==> config.mk <==
export PLATFORM = sky130hd
export DESIGN_NAME = jk_mod_counter_flat
export DESIGN_NICKNAME = d
export VERILOG_FILES = /design/src/rtl/jk_mod_counter_if.sv /design/src/rtl/jk_mod_counter.sv /design/src/flat_wrapper.sv
export SDC_FILE = /design/constraint.sdc
export NUM_CORES = 1
export LEC_CHECK = 0
export CORE_MARGIN = 10
export CORE_UTILIZATION = 25
export DETAILED_ROUTE_END_ITERATION = 16
export DONT_BUFFER_PORTS = 1
export GPL_ROUTABILITY_DRIVEN = 0
export HOLD_SLACK_MARGIN = 0.08
export MAX_ROUTING_LAYER = met4
export PLACE_DENSITY = 0.39
export SKIP_LAST_GASP = 1
export SLEW_MARGIN = 20
export SYNTH_ARGS = -nofsm -noshare
export SYNTH_HDL_FRONTEND = slang
export SYNTH_SLANG_ARGS = --single-unit
==> constraint.sdc <==
create_clock -name clk -period 1.5 [get_ports clk]
set_clock_uncertainty 0.1 [all_clocks]
set_input_delay 0.225 -clock clk [delete_from_list [all_inputs] [get_ports clk]]
set_output_delay 0.225 -clock clk [all_outputs]
set_load 0.02 [all_outputs]
==> src/rtl/jk_mod_counter_if.sv <==
// Control and status bundle for jk_mod_counter: the master drives the controls,
// and the counter (slave) returns its state and flags.
interface jk_mod_counter_if #(
  parameter int WIDTH = 4
);
  logic             en;
  logic [1:0]       mode;
  logic [WIDTH-1:0] j;
  logic [WIDTH-1:0] k;
  logic             load;
  logic [WIDTH-1:0] din;
  logic [WIDTH-1:0] Q;
  logic [WIDTH-1:0] Qbar;
  logic             tc;
  logic             ovf;

  modport master (
    output en, mode, j, k, load, din,
    input  Q, Qbar, tc, ovf
  );

  modport slave (
    input  en, mode, j, k, load, din,
    output Q, Qbar, tc, ovf
  );
endinterface

==> src/rtl/jk_mod_counter.sv <==
// Modulo-MODULUS counter with up/down counting, parallel load and per-bit J/K control.
// Define JK_CNT_SATURATE_EN to make up/down counting stop at the ends instead of wrapping.
module jk_mod_counter #(
  parameter int WIDTH   = 4,
  parameter int MODULUS = 10
) (
  input  logic             clk,
  input  logic             rst,
  jk_mod_counter_if.slave  bus
);

  typedef enum logic [1:0] {
    MODE_HOLD = 2'b00,
    MODE_UP   = 2'b01,
    MODE_DOWN = 2'b10,
    MODE_JK   = 2'b11
  } mode_e;

  if (WIDTH < 1 || WIDTH > 16) begin : g_bad_width
    $error("jk_mod_counter: WIDTH must be in 1..16");
  end
  if (MODULUS < 2 || MODULUS > (1 << WIDTH)) begin : g_bad_modulus
    $error("jk_mod_counter: MODULUS must be in 2..2**WIDTH");
  end

  localparam logic [WIDTH-1:0] LAST    = WIDTH'(MODULUS - 1);
  localparam logic [WIDTH:0]   MOD_EXT = (WIDTH + 1)'(MODULUS);

  logic [WIDTH-1:0] q_reg;
  logic [WIDTH-1:0] q_next;
  logic             ovf_reg;
  logic             ovf_next;
  logic [WIDTH-1:0] jk_cand;
  mode_e            mode;

  assign mode = mode_e'(bus.mode);

  // Per-bit JK characteristic equation: Q+ = J & ~Q | ~K & Q.
  assign jk_cand = (bus.j & ~q_reg) | (~bus.k & q_reg);

  always_comb begin
    q_next   = q_reg;
    ovf_next = ovf_reg;
    if (bus.load) begin
      if ({1'b0, bus.din} < MOD_EXT) begin
        q_next   = bus.din;
        ovf_next = 1'b0;
      end else begin
        q_next   = LAST;
        ovf_next = 1'b1;
      end
    end else if (bus.en) begin
      case (mode)
        MODE_UP: begin
          if (q_reg != LAST) begin
            q_next = q_reg + 1'b1;
          end else begin
`ifdef JK_CNT_SATURATE_EN
            q_next = LAST;
`else
            q_next = '0;
`endif
          end
        end
        MODE_DOWN: begin
          if (q_reg != '0) begin
            q_next = q_reg - 1'b1;
          end else begin
`ifdef JK_CNT_SATURATE_EN
            q_next = '0;
`else
            q_next = LAST;
`endif
          end
        end
        MODE_JK: begin
          if ({1'b0, jk_cand} < MOD_EXT) begin
            q_next = jk_cand;
          end else begin
            q_next   = '0;
            ovf_next = 1'b1;
          end
        end
        default: begin
          q_next = q_reg;
        end
      endcase
    end
  end

  always_ff @(posedge clk or negedge rst) begin
    if (!rst) begin
      q_reg   <= '0;
      ovf_reg <= 1'b0;
    end else begin
      q_reg   <= q_next;
      ovf_reg <= ovf_next;
    end
  end

  // tc flags the edge on which a wrap (or, when saturating, a blocked step) happens.
  assign bus.tc = bus.en && !bus.load &&
                  (((mode == MODE_UP) && (q_reg == LAST)) ||
                   ((mode == MODE_DOWN) && (q_reg == '0)));

  assign bus.Q    = q_reg;
  assign bus.Qbar = ~q_reg;
  assign bus.ovf  = ovf_reg;

endmodule

==> src/flat_wrapper.sv <==
// flat-port wrapper written by rule: the top's interface ports become plain ports
module jk_mod_counter_flat 
#(
  parameter int WIDTH   = 4,
  parameter int MODULUS = 10
)
  (clk, rst, bus_en, bus_mode, bus_j, bus_k, bus_load, bus_din, bus_Q, bus_Qbar, bus_tc, bus_ovf);
  jk_mod_counter_if #(.WIDTH(WIDTH)) bus_i ();
  input  logic clk;
  input  logic rst;
  input wire logic [$bits(bus_i.en)-1:0] bus_en;
  input wire logic [$bits(bus_i.mode)-1:0] bus_mode;
  input wire logic [$bits(bus_i.j)-1:0] bus_j;
  input wire logic [$bits(bus_i.k)-1:0] bus_k;
  input wire logic [$bits(bus_i.load)-1:0] bus_load;
  input wire logic [$bits(bus_i.din)-1:0] bus_din;
  output wire logic [$bits(bus_i.Q)-1:0] bus_Q;
  output wire logic [$bits(bus_i.Qbar)-1:0] bus_Qbar;
  output wire logic [$bits(bus_i.tc)-1:0] bus_tc;
  output wire logic [$bits(bus_i.ovf)-1:0] bus_ovf;
  assign bus_i.en = bus_en;
  assign bus_i.mode = bus_mode;
  assign bus_i.j = bus_j;
  assign bus_i.k = bus_k;
  assign bus_i.load = bus_load;
  assign bus_i.din = bus_din;
  assign bus_Q = bus_i.Q;
  assign bus_Qbar = bus_i.Qbar;
  assign bus_tc = bus_i.tc;
  assign bus_ovf = bus_i.ovf;
  jk_mod_counter #(.WIDTH(WIDTH), .MODULUS(MODULUS)) u_core (.clk(clk), .rst(rst), .bus(bus_i));
endmodule
==> impl_summary.log, run 1 <==
INFO  metric timing.critical_path.from_type = register
INFO  metric power_switching_share = 41.3%
INFO  metric violations = negative setup slack
INFO  metric slowest_delay = 450 ps
INFO  metric cts_sinks = 5
INFO  metric seq_power_share = 19.7%
INFO  metric rsz0062_at_grt = true
INFO  metric coreArea = 2520 um2
INFO  metric cp.buffers_inverters = 1
INFO  metric synth_top_flop_cell = dfrtp_1
INFO  metric routed-via-count = 811
INFO  metric relSlewSlack = 74.0%
INFO  metric power = 0.983 mW
INFO  metric layout.cells.most_common = buf_4
INFO  metric drc = 0
INFO  metric die_h = 71.8 um
INFO  metric finalCriticalPeriod = 1630 ps
INFO  metric synth_nets = 110
INFO  metric layout.filler_cells = 275
INFO  metric sequential_cell_area = 130 um2
INFO  metric drtAntennaViolNets = 0
INFO  metric syn_inst = 89
INFO  metric run_status = complete, but fails checks
INFO  metric layout_common_cells = buf_4, nand2_1, inv_1
INFO  metric cts_buf_count = 3
INFO  metric clock_path_buffers = 2
INFO  metric initial_core_util = 26.6%
INFO  metric route.detailed.wl_per_inst = 17.1 um
INFO  metric level_count_of_the_clock_h_tree = 1
INFO  metric power.switching = 0.406 mW
INFO  metric timing.critical_path.slowest_stage_cell = dfrtp_2
INFO  metric worst-setup-path-type = reg -> out
INFO  metric final_cells = 154
INFO  metric first_pass_grt_wire_length = 4.28 mm
INFO  metric synth_area_per_cell = 7.54 um2
INFO  metric distinct_cells_synth = 38
INFO  metric row_count = 18
INFO  metric ys_async_sr_fraction = 100%
INFO  metric combinationalPowerShare = 63.6%
INFO  metric synth_seq_cells = 5
INFO  metric io_pins = 28
INFO  metric place.port_buffers = 0
INFO  metric crit_required = 1170 ps
INFO  metric timing.final.setup_violations = 7
INFO  metric power.density_cell_area = 874 nW/um2
INFO  metric p_int = 0.577 mW
INFO  metric place_ws = -156 ps
INFO  metric drt_first_pass_iters = 4
INFO  metric timing.critical_path.arrival = 1300 ps
INFO  metric share_of_total_power_in_the_clock_network = 16.8%
INFO  metric post-place-cells = 136
INFO  metric min_period_over_period = 109%
INFO  metric timing_hold_violations_final = 0
INFO  metric wl = 2.64 mm
INFO  metric die_area = 5150 um2
INFO  metric drt_iter0_drc = 23
INFO  metric cts.clk_slew.worst_paths = 50 ps
INFO  metric synth.area.top_cells = dfrtp_1, ha_1, o21ai_0, inv_1, nand2_1
INFO  metric worst_pin_slew = 386 ps
INFO  metric grt_use_total = 10.5%
INFO  metric critPathCaptureType = output pin
INFO  metric max_freq = 614 MHz
INFO  metric drv.max_cap_violation_count = 0
INFO  metric globalRoute.totalOverflow = 0
INFO  metric final_net_count = 146
INFO  metric n_antenna_cell = 0
INFO  metric chipWidth = 71.8 um
INFO  metric grt_start_max_net_pins = 10
INFO  metric layout-drive-gt1-share = 54.8%
INFO  metric irDropWorstVdd = 0.615 mV
INFO  metric antenna_found_initial = 0
INFO  metric hpwl_after_detailed_placement = 1.94 mm
INFO  metric area.growth.synth_to_final = 67.7%
INFO  metric final-max-slew-violation-count = 0
INFO  metric path_delay_family = flip-flops
INFO  metric p_leak = 0.489 nW
INFO  metric root_buffer = clkbuf_4
INFO  metric total_area_of_multi_input_combinational_cells = 554 um2
INFO  metric yosys_warnings = 0
INFO  metric cts_tree = yes
INFO  metric grt_pass1_vias = 851
INFO  metric final.setup.worst_slack = -128 ps
INFO  metric synth_largest_type_area_fraction = 18.7%
INFO  metric timing.critical_path.cells = and3_2 -> a31oi_2 -> nor4_4 -> buf_4
INFO  metric min_path_type = in -> reg
INFO  metric seq_area_frac_synth = 18.7%
INFO  metric crit_path_max_fanout = 4
INFO  metric largest_register_ff_count = 4
INFO  metric netlist_area_before_placement = 671 um2
INFO  metric synth_top_area_cell = dfrtp_1
INFO  metric synth_edf_count = 0
INFO  metric clkLatencyLatePin = 250 ps
INFO  metric avgViaCountPerCell = 5.27
## worst paths after layout
check	start	endpoint	slack, ps	depth (start not counted)
setup / recovery	u_core.bus.Q[3]	bus_tc	-130	4
hold / removal	bus_din[0]	u_core.bus.Q[0]	90	2
setup reg to reg	u_core.bus.Q[2]	u_core.bus.Q[3]	-100	7
hold reg to reg	u_core.bus.ovf	u_core.bus.ovf	600	2
max in group asynchronous	rst	u_core.bus.Q[3]	900	1
min in group asynchronous	rst	u_core.bus.ovf	180	1
## cell families after synthesis
family                     count (synthesis)  share of synthesized area [%]
and+or+nand+nor                           33                           27.1
xor gates and xnor gates                   1                           1.31
DFF                                        5                           18.7
buffers and inverters                     17                           14.4
AOI/OAI and AO/OA                         29                           31.5
adders and majority gates                  3                           5.60
muxes                                      1                           1.49
## per-stage QoR
stage               util (%)  hold slack (ps)  cell area (um2)  setup TNS, ps
finish                  44.6             94.6             1120           -533
global route            44.6              105             1120           -928
CTS                     43.7             85.7             1100           -664
detailed placement      35.3             -170              891           -322
global placement        35.3             -170              891           -336
floorplan                  -             -171              729          -91.3
## power groups by stage
stage / logic, mW / clock network (mW) / registers (mW)
after global routing: 0.669 / 0.187 / 0.197
after floorplan: 0.303 / 0 / 0.205
final: 0.625 / 0.165 / 0.194
after CTS: 0.607 / 0.165 / 0.195
after global placement: 0.447 / 0 / 0.223
after detailed placement: 0.442 / 0 / 0.225
## per-layer routing
metal	routed length [um]	part of all wire (%)	up-vias	track usage, %
met3	221	8.4	4	4.41
met2	1300	49	33	18.0
met5	0	0	-	-
met4	21	0.80	0	1.29
met1	1100	42	388	11.2
li1	-	-	386	-
## Yosys cell counts, types with 3 or more instances
master	instances
buf_6	3
nor3_1	3
inv_1	9
o21ai_0	7
dfrtp_1	5
nand2_1	9
ha_1	3
nor2_1	9
nor4_1	3
a21oi_1	5
## worst register-to-register path, delay by kind of cell, from the launching register on
kind,cells,cell delay (ps)
DFF,1,420
buffers and inverters,3,330
AOI/OAI and AO/OA,4,620
## what timing repair did
action	CTS	global route
setup endpoints to repair	5	7
resized for setup	15	8
pin swaps	11	4
hold buffers	3	0
setup buffers	11	0
endpoints found under the hold margin	6	0
## layout make-up
| class | count | share of cell area (%) |
|---|---|---|
| inverters | 10 | 4.34 |
| flip-flops and latches | 5 | 11.6 |
| multi-input cells | 67 | 49.3 |
| well taps | 30 | 3.34 |
| clock buffers | 4 | 2.34 |
| repair buffers | 38 | 29.1 |
Note: power is estimated with default switching activity, not from simulation.
==> inputs of run 2 (changes only) <==
- CORE_MARGIN: 10 -> 2
- RECOVER_POWER: default -> 25
==> run 2 against run 1 <==
The run still ends with negative setup slack left. Core utilization grew 0.15 points. Wire length decreased by 18%. Via count decreased by 5.4%. Count of clock-buffer cells in the layout unchanged. First-iteration DRC count shrank 26%. Combinational power decreased by 1%. Sequential power is 4% higher. Sequential share of layout area rose by 0.065 points. Design area is 0.56% lower. Largest cell class unchanged. Largest power group unchanged.
==> impl_summary.log, run 2 (synthesized netlist as in run 1, its figures left out) <==
INFO  metric run_status = complete, but fails checks
INFO  metric final-max-slew-violation-count = 0 (unchanged)
INFO  metric io_pins = 28 (unchanged)
INFO  metric rsz0062_at_grt = true
INFO  metric grt_start_max_net_pins = 10 (unchanged)
INFO  metric timing.critical_path.slowest_stage_cell = dfrtp_2
INFO  metric cts_buf_count = 3 (unchanged)
INFO  metric die_h = 55.8 um (-22%)
INFO  metric place.port_buffers = 0 (unchanged)
INFO  metric slowest_delay = 430 ps (-20 ps)
INFO  metric timing.final.setup_violations = 5 (-2)
INFO  metric crit_path_max_fanout = 3 (-1)
INFO  metric level_count_of_the_clock_h_tree = 1 (unchanged)
INFO  metric route.detailed.wl_per_inst = 14.5 um (-16%)
INFO  metric clkLatencyLatePin = 240 ps (about the same)
INFO  metric crit_start = u_core.bus.Q[2]
INFO  metric violations = negative setup slack
INFO  metric worst-setup-path-type = reg -> reg
INFO  metric reg2reg_setup_slack = -120 ps (-20 ps)
INFO  metric post-place-cells = 134 (-1.5%)
INFO  metric final_net_count = 142 (-2.7%)
INFO  metric hpwl_after_detailed_placement = 1.64 mm (-16%)
INFO  metric final_core_utilization = 44.7% (+0.15 points)
INFO  metric final_cells = 150 (-2.6%)
INFO  metric layout_common_cells = buf_4, nand2_1, nor2_1
INFO  metric max_freq = 616 MHz (+0.29%)
INFO  metric drv.max_cap_violation_count = 0 (unchanged)
INFO  metric wl_met1 = 1.04 mm (-5.1%)
INFO  metric finalCriticalPeriod = 1620 ps (-4.67 ps)
INFO  metric irDropWorstVdd = 0.629 mV (+2.3%)
INFO  metric grt_pass1_vias = 729 (-14%)
INFO  metric relSlewSlack = 75.5% (+1.5 points)
INFO  metric n_antenna_cell = 0 (unchanged)
INFO  metric min_period_over_period = 108% (-0.31 points)
INFO  metric timing.critical_path.arrival = 1640 ps (+340 ps)
INFO  metric cts.clk_slew.worst_paths = 40 ps (about the same)
INFO  metric root_buffer = clkbuf_4
INFO  metric largest_register_ff_count = 4 (unchanged)
INFO  metric drt_first_pass_iters = 4 (unchanged)
INFO  metric drtAntennaViolNets = 0 (unchanged)
INFO  metric min_path_type = in -> reg
INFO  metric globalRoute.totalOverflow = 0 (unchanged)
INFO  metric cts_sinks = 5 (unchanged)
INFO  metric antenna_found_initial = 0 (unchanged)
INFO  metric routed-via-count = 767 (-5.4%)
INFO  metric first_pass_grt_wire_length = 3.37 mm (-21%)
INFO  metric layout-drive-gt1-share = 54.2% (-0.67 points)
INFO  metric final.setup.worst_slack = -124 ps (+4.67 ps)
INFO  metric crit_required = 1520 ps (+350 ps)
INFO  metric crit_path_end = u_core.bus.Q[3]
INFO  metric timing.critical_path.from_type = register
INFO  metric cts_tree = yes
INFO  metric row_count = 18 (unchanged)
INFO  metric p_leak = 0.476 nW (-2.8%)
INFO  metric area.growth.synth_to_final = 66.8%
INFO  metric drt_iter0_drc = 17 (-26%)
INFO  metric initial_core_util = 26.8% (+0.24 points)
INFO  metric chipWidth = 55.8 um (-22%)
INFO  metric worst_pin_slew = 368 ps (-18.2 ps)
INFO  metric coreArea = 2500 um2 (-0.89%)
INFO  metric reg2regPathDepth = 7 (unchanged)
INFO  metric totalNegativeSetupSlack = -418 ps (+115 ps)
INFO  metric power.density_cell_area = 871 nW/um2 (-0.40%)
INFO  metric wl_met3 = 134 um (-39%)
INFO  metric wl = 2.17 mm (-18%)
INFO  metric holdWs = 90.6 ps (-4.05 ps)
INFO  metric routed.top_layer = met3
INFO  metric layout.filler_cells = 256 (-6.9%)
INFO  metric met2_wire_length = 991 um (-24%)
INFO  metric die_area = 3110 um2 (-40%)
INFO  metric avgViaCountPerCell = 5.11 (-2.9%)
INFO  metric clock_path_buffers = 2 (unchanged)
INFO  metric drc = 0 (unchanged)
INFO  metric grt_use_total = 14.3% (+3.8 points)
INFO  metric worstReg2RegStart = u_core.bus.Q[2]
INFO  metric critPathCaptureType = register
INFO  metric timing_hold_violations_final = 0 (unchanged)
INFO  metric layout.cells.most_common = buf_4
INFO  metric worst_r2r_endpoint = u_core.bus.Q[3]
INFO  metric timing.critical_path.cells = buf_12 -> buf_8 -> inv_4 -> o21ai_2 -> a221o_1 -> a211oi_2 -> a21oi_2
-- run 2: changes by cell type in the layout (fill, tap and decap cells not counted), sizes merged --
cell,delta
dlygate4sd3,-1
buf,-3
-- run 2: per-stage QoR --
step                      setup slack, ps  total power, mW  cell area (um2)
final                                -124            0.974             1120
after global routing                 -167             1.04             1120
after CTS                            -152            0.921             1040
after detailed placement            -88.4            0.659              876
after global placement              -98.5            0.660              876
after floorplan                     -31.2            0.508              729
-- run 2: how the worst min path moves through the flow --
stage	start	endpoint	slack, ps	cells after the start
2_1_floorplan	rst	u_core.bus.Q[0]	-170	0
3_3_place_gp	rst	u_core.bus.Q[1]	-170	0
3_5_place_dp	rst	u_core.bus.Q[1]	-170	0
4_1_cts	bus_load	u_core.bus.ovf	90	2
5_1_grt	bus_load	u_core.bus.ovf	80	2
6_report	bus_load	u_core.bus.ovf	90	2
-- run 2: layout make-up --
class | count | area [um2] | share of cell area [%]
Inverter | 10 | 48.8 | 4.36
Tap cell | 30 | 37.5 | 3.36
Multi-Input combinational cell | 67 | 577 | 51.6
Sequential cell | 5 | 130 | 11.6
Timing Repair Buffer | 34 | 299 | 26.7
Clock buffer | 4 | 26.3 | 2.35
-- run 2: layer usage --
| metal | track usage [%] | vias up |
|---|---|---|
| met5 | - | - |
| met4 | 1.05 | 0 |
| met3 | 3.72 | 0 |
| met2 | 21.4 | 25 |
| met1 | 20.1 | 362 |
| li1 | - | 380 |
-- run 2: report_power, final --
part	switching, mW	internal, mW	total [mW]
Combinational	0.301	0.318	0.618
Clock	0.0536	0.100	0.154
Sequential	0.0410	0.160	0.201
Total	0.396	0.578	0.974
-- run 2: what timing repair did --
item / 4_1_cts / 5_1_grt
hold endpoints to repair: 6 / 0
buffers inserted: 8 / 2
pin swaps: 8 / 5
hold buffers: 2 / 0
gates cloned: 0 / 0
resized for setup: 9 / 15
setup endpoints to repair: 7 / 6
-- run 2: worst max-delay path: cells and delay by family, from the launching register on --
kind,cells,cell delay (ps)
AOI/OAI and AO/OA,4,670
DFF,1,430
buffers and inverters,3,310
==> inputs of run 3 (changes only) <==
- PLACE_DENSITY: 0.39 -> 0.37
- clock period: 1.5 -> 1.8 ns (I/O delays scaled with it)
==> run 3 against run 2 <==
The flow now finishes without violations. Clock power shrank 18%. Wire length fell by 11%. Largest power group unchanged. Critical endpoint is now bus_tc. Flip-flop and latch count stayed put.
==> impl_summary.log, run 3 (synthesized netlist as in run 1, its figures left out) <==
INFO  metric met2_track_demand_over_resource_in_global_routing = 18.7% (-2.7 points)
INFO  metric grt_use_met1 = 18.1% (-2.0 points)
INFO  metric grt.met3_usage = 5.35% (+1.6 points)
INFO  metric coreArea = 2500 um2 (unchanged)
INFO  metric final_net_count = 123 (-13%)
INFO  metric first_pass_grt_wire_length = 3.24 mm (-3.7%)
INFO  metric largest_register_ff_count = 4 (unchanged)
INFO  metric worst-setup-path-type = reg -> out
INFO  metric post-place-cells = 126 (-6.0%)
INFO  metric wl = 1.92 mm (-11%)
INFO  metric drt_iter0_drc = 25 (+8)
INFO  metric die_h = 55.8 um (unchanged)
INFO  metric worst_pin_slew = 380 ps (+12.2 ps)
INFO  metric final.setup.worst_slack = 82.3 ps (+206 ps)
INFO  metric drtAntennaViolNets = 0 (unchanged)
INFO  metric globalRoute.totalOverflow = 0 (unchanged)
INFO  metric clkLatencyLatePin = 240 ps (about the same)
INFO  metric layout_common_cells = buf_4, nor2_1, nand2_1
INFO  metric min_path_type = in -> reg
INFO  metric drv.max_cap_violation_count = 0 (unchanged)
INFO  metric worst_r2r_endpoint = u_core.bus.Q[0]
INFO  metric post_layout_instance_area = 806 um2 (-28%)
INFO  metric cts.clk_slew.worst_paths = 40 ps (about the same)
INFO  metric cts_buf_count = 3 (unchanged)
INFO  metric finalCriticalPeriod = 1720 ps
INFO  metric totalNegativeSetupSlack = 0 ps (+418 ps)
INFO  metric final_core_utilization = 32.2% (-13 points)
INFO  metric path_delay_family = flip-flops
INFO  metric post_cts.repair.setup_buffers = 0 (-8)
INFO  metric cp.buffers_inverters = 2 (-1)
INFO  metric grt_start_max_net_pins = 12 (+2)
INFO  metric area.growth.synth_to_final = 20.1%
INFO  metric reg2regPathDepth = 5 (-2)
INFO  metric layout-drive-gt1-share = 30.7% (-23 points)
INFO  metric drc = 0 (unchanged)
INFO  metric rsz0062_at_grt = false
INFO  metric critPathCaptureType = output pin
INFO  metric crit_path_max_fanout = 9 (+6)
INFO  metric die_area = 3110 um2 (unchanged)
INFO  metric timing_hold_violations_final = 0 (unchanged)
INFO  metric max_freq = 582 MHz
INFO  metric n_antenna_cell = 0 (unchanged)
INFO  metric route.detailed.wl_per_inst = 14.7 um (+1.6%)
INFO  metric timing.critical_path.arrival = 1350 ps (-290 ps)
INFO  metric slowest_delay = 480 ps (+50 ps)
INFO  metric row_count = 18 (unchanged)
INFO  metric antenna_found_initial = 0 (unchanged)
INFO  metric root_buffer = clkbuf_4
INFO  metric cts_tree = yes
INFO  metric final_cells = 131 (-13%)
INFO  metric grt_use_total = 13.2% (-1.1 points)
INFO  metric timing.critical_path.cells = buf_4 -> nor4_2 -> buf_4
INFO  metric cts_sinks = 5 (unchanged)
INFO  metric crit_required = 1430 ps (-90 ps)
INFO  metric placement.cell_area = 761 um2 (-13%)
INFO  metric irDropWorstVdd = 0.520 mV (-17%)
INFO  metric chipWidth = 55.8 um (unchanged)
INFO  metric run_status = completed
INFO  metric timing.final.setup_violations = 0 (-5)
INFO  metric final-max-slew-violation-count = 0 (unchanged)
INFO  metric grt_pass1_vias = 661 (-9.3%)
INFO  metric timing.critical_path.from_type = register
INFO  metric level_count_of_the_clock_h_tree = 1 (unchanged)
INFO  metric timing.hold.worst_endpoint = u_core.bus.ovf
INFO  metric grt_most_used_layer = met2
INFO  metric timing.hold.worst.start = bus_en
INFO  metric worstReg2RegStart = u_core.bus.Q[2]
INFO  metric min_period_over_period = 95.4%
INFO  metric routed-via-count = 707 (-7.8%)
INFO  metric layout.cells.most_common = buf_4
INFO  metric p_leak = 0.365 nW (-23%)
INFO  metric place_ws = 74.7 ps (+163 ps)
INFO  metric clock_path_buffers = 2 (unchanged)
INFO  metric min_path_cells = 2 (unchanged)
INFO  metric avgViaCountPerCell = 5.40 (+5.5%)
INFO  metric place.port_buffers = 0 (unchanged)
INFO  metric initial_core_util = 26.8% (unchanged)
INFO  metric reg2reg_setup_slack = 170 ps (+290 ps)
INFO  metric critical-path-top-cell-by-count = buf_4
INFO  metric hpwl_after_detailed_placement = 1.55 mm (-5.2%)
INFO  metric io_pins = 28 (unchanged)
INFO  metric timing.critical_path.slowest_stage_cell = dfrtp_1
INFO  metric drt_first_pass_iters = 4 (unchanged)
INFO  metric power.density_cell_area = 753 nW/um2 (-14%)
INFO  metric relSlewSlack = 74.7% (-0.81 points)
INFO  metric layout.filler_cells = 278 (+8.6%)
[run 3: changes by cell type in the layout (fill, tap and decap cells not counted), sizes merged]
cell         delta
buf            -18
clkinv          -1
clkinvlp        -1
dlygate4sd3     -1
inv             +2
[run 3: metal layers]
layer / wire [um] / vias up
li1: - / 343
met1: 900 / 323
met2: 832 / 41
met3: 191 / 0
met4: 0 / 0
met5: 0 / -
[run 3: worst max path at each step]
stage,startpoint,endpoint,slack (ps),depth (start not counted)
detailed placement,u_core.bus.Q[1],u_core.bus.Q[0],70,5
finish,u_core.bus.Q[2],bus_tc,80,3
global route,u_core.bus.Q[2],bus_tc,9,3
CTS,u_core.bus.Q[3],bus_tc,7,4
floorplan,u_core.bus.Q[0],bus_tc,60,4
global placement,u_core.bus.Q[1],u_core.bus.Q[0],20,5
[run 3: cell type report]
type	instances	area [um2]	area share [%]
clock buffers	4	26.3	3.26
inverters	10	37.5	4.66
multi-input cells	67	462	57.3
flip-flops and latches	5	128	15.8
well taps	30	37.5	4.66
repair buffers	15	115	14.3
[run 3: metrics by stage]
stage	hold WS [ps]	power [mW]
2_1_floorplan	-126	0.387
5_1_grt	120	0.659
3_5_place_dp	-125	0.471
6_report	111	0.607
4_1_cts	104	0.607
3_3_place_gp	-125	0.480
[run 3: worst reg2reg max path: cells and delay by family (launching register included)]
kind / cells / cell delay, ps
AOI/OAI and AO/OA: 4 / 730
DFF: 1 / 480
and+or+nand+nor: 1 / 200
[run 3: what timing repair did]
action | in CTS | in global routing
gates resized for setup | 0 | 4
endpoints found under the setup margin | 0 | 3
endpoints found under the hold margin | 5 | 0
hold buffers | 1 | 0
[run 3: power breakdown]
group | leakage (nW) | total (mW) | switching, mW | internal, mW
clock network | 0.0150 | 0.127 | 0.0431 | 0.0836
logic | 0.294 | 0.299 | 0.164 | 0.135
registers | 0.0553 | 0.181 | 0.0494 | 0.132
total | 0.365 | 0.607 | 0.257 | 0.350
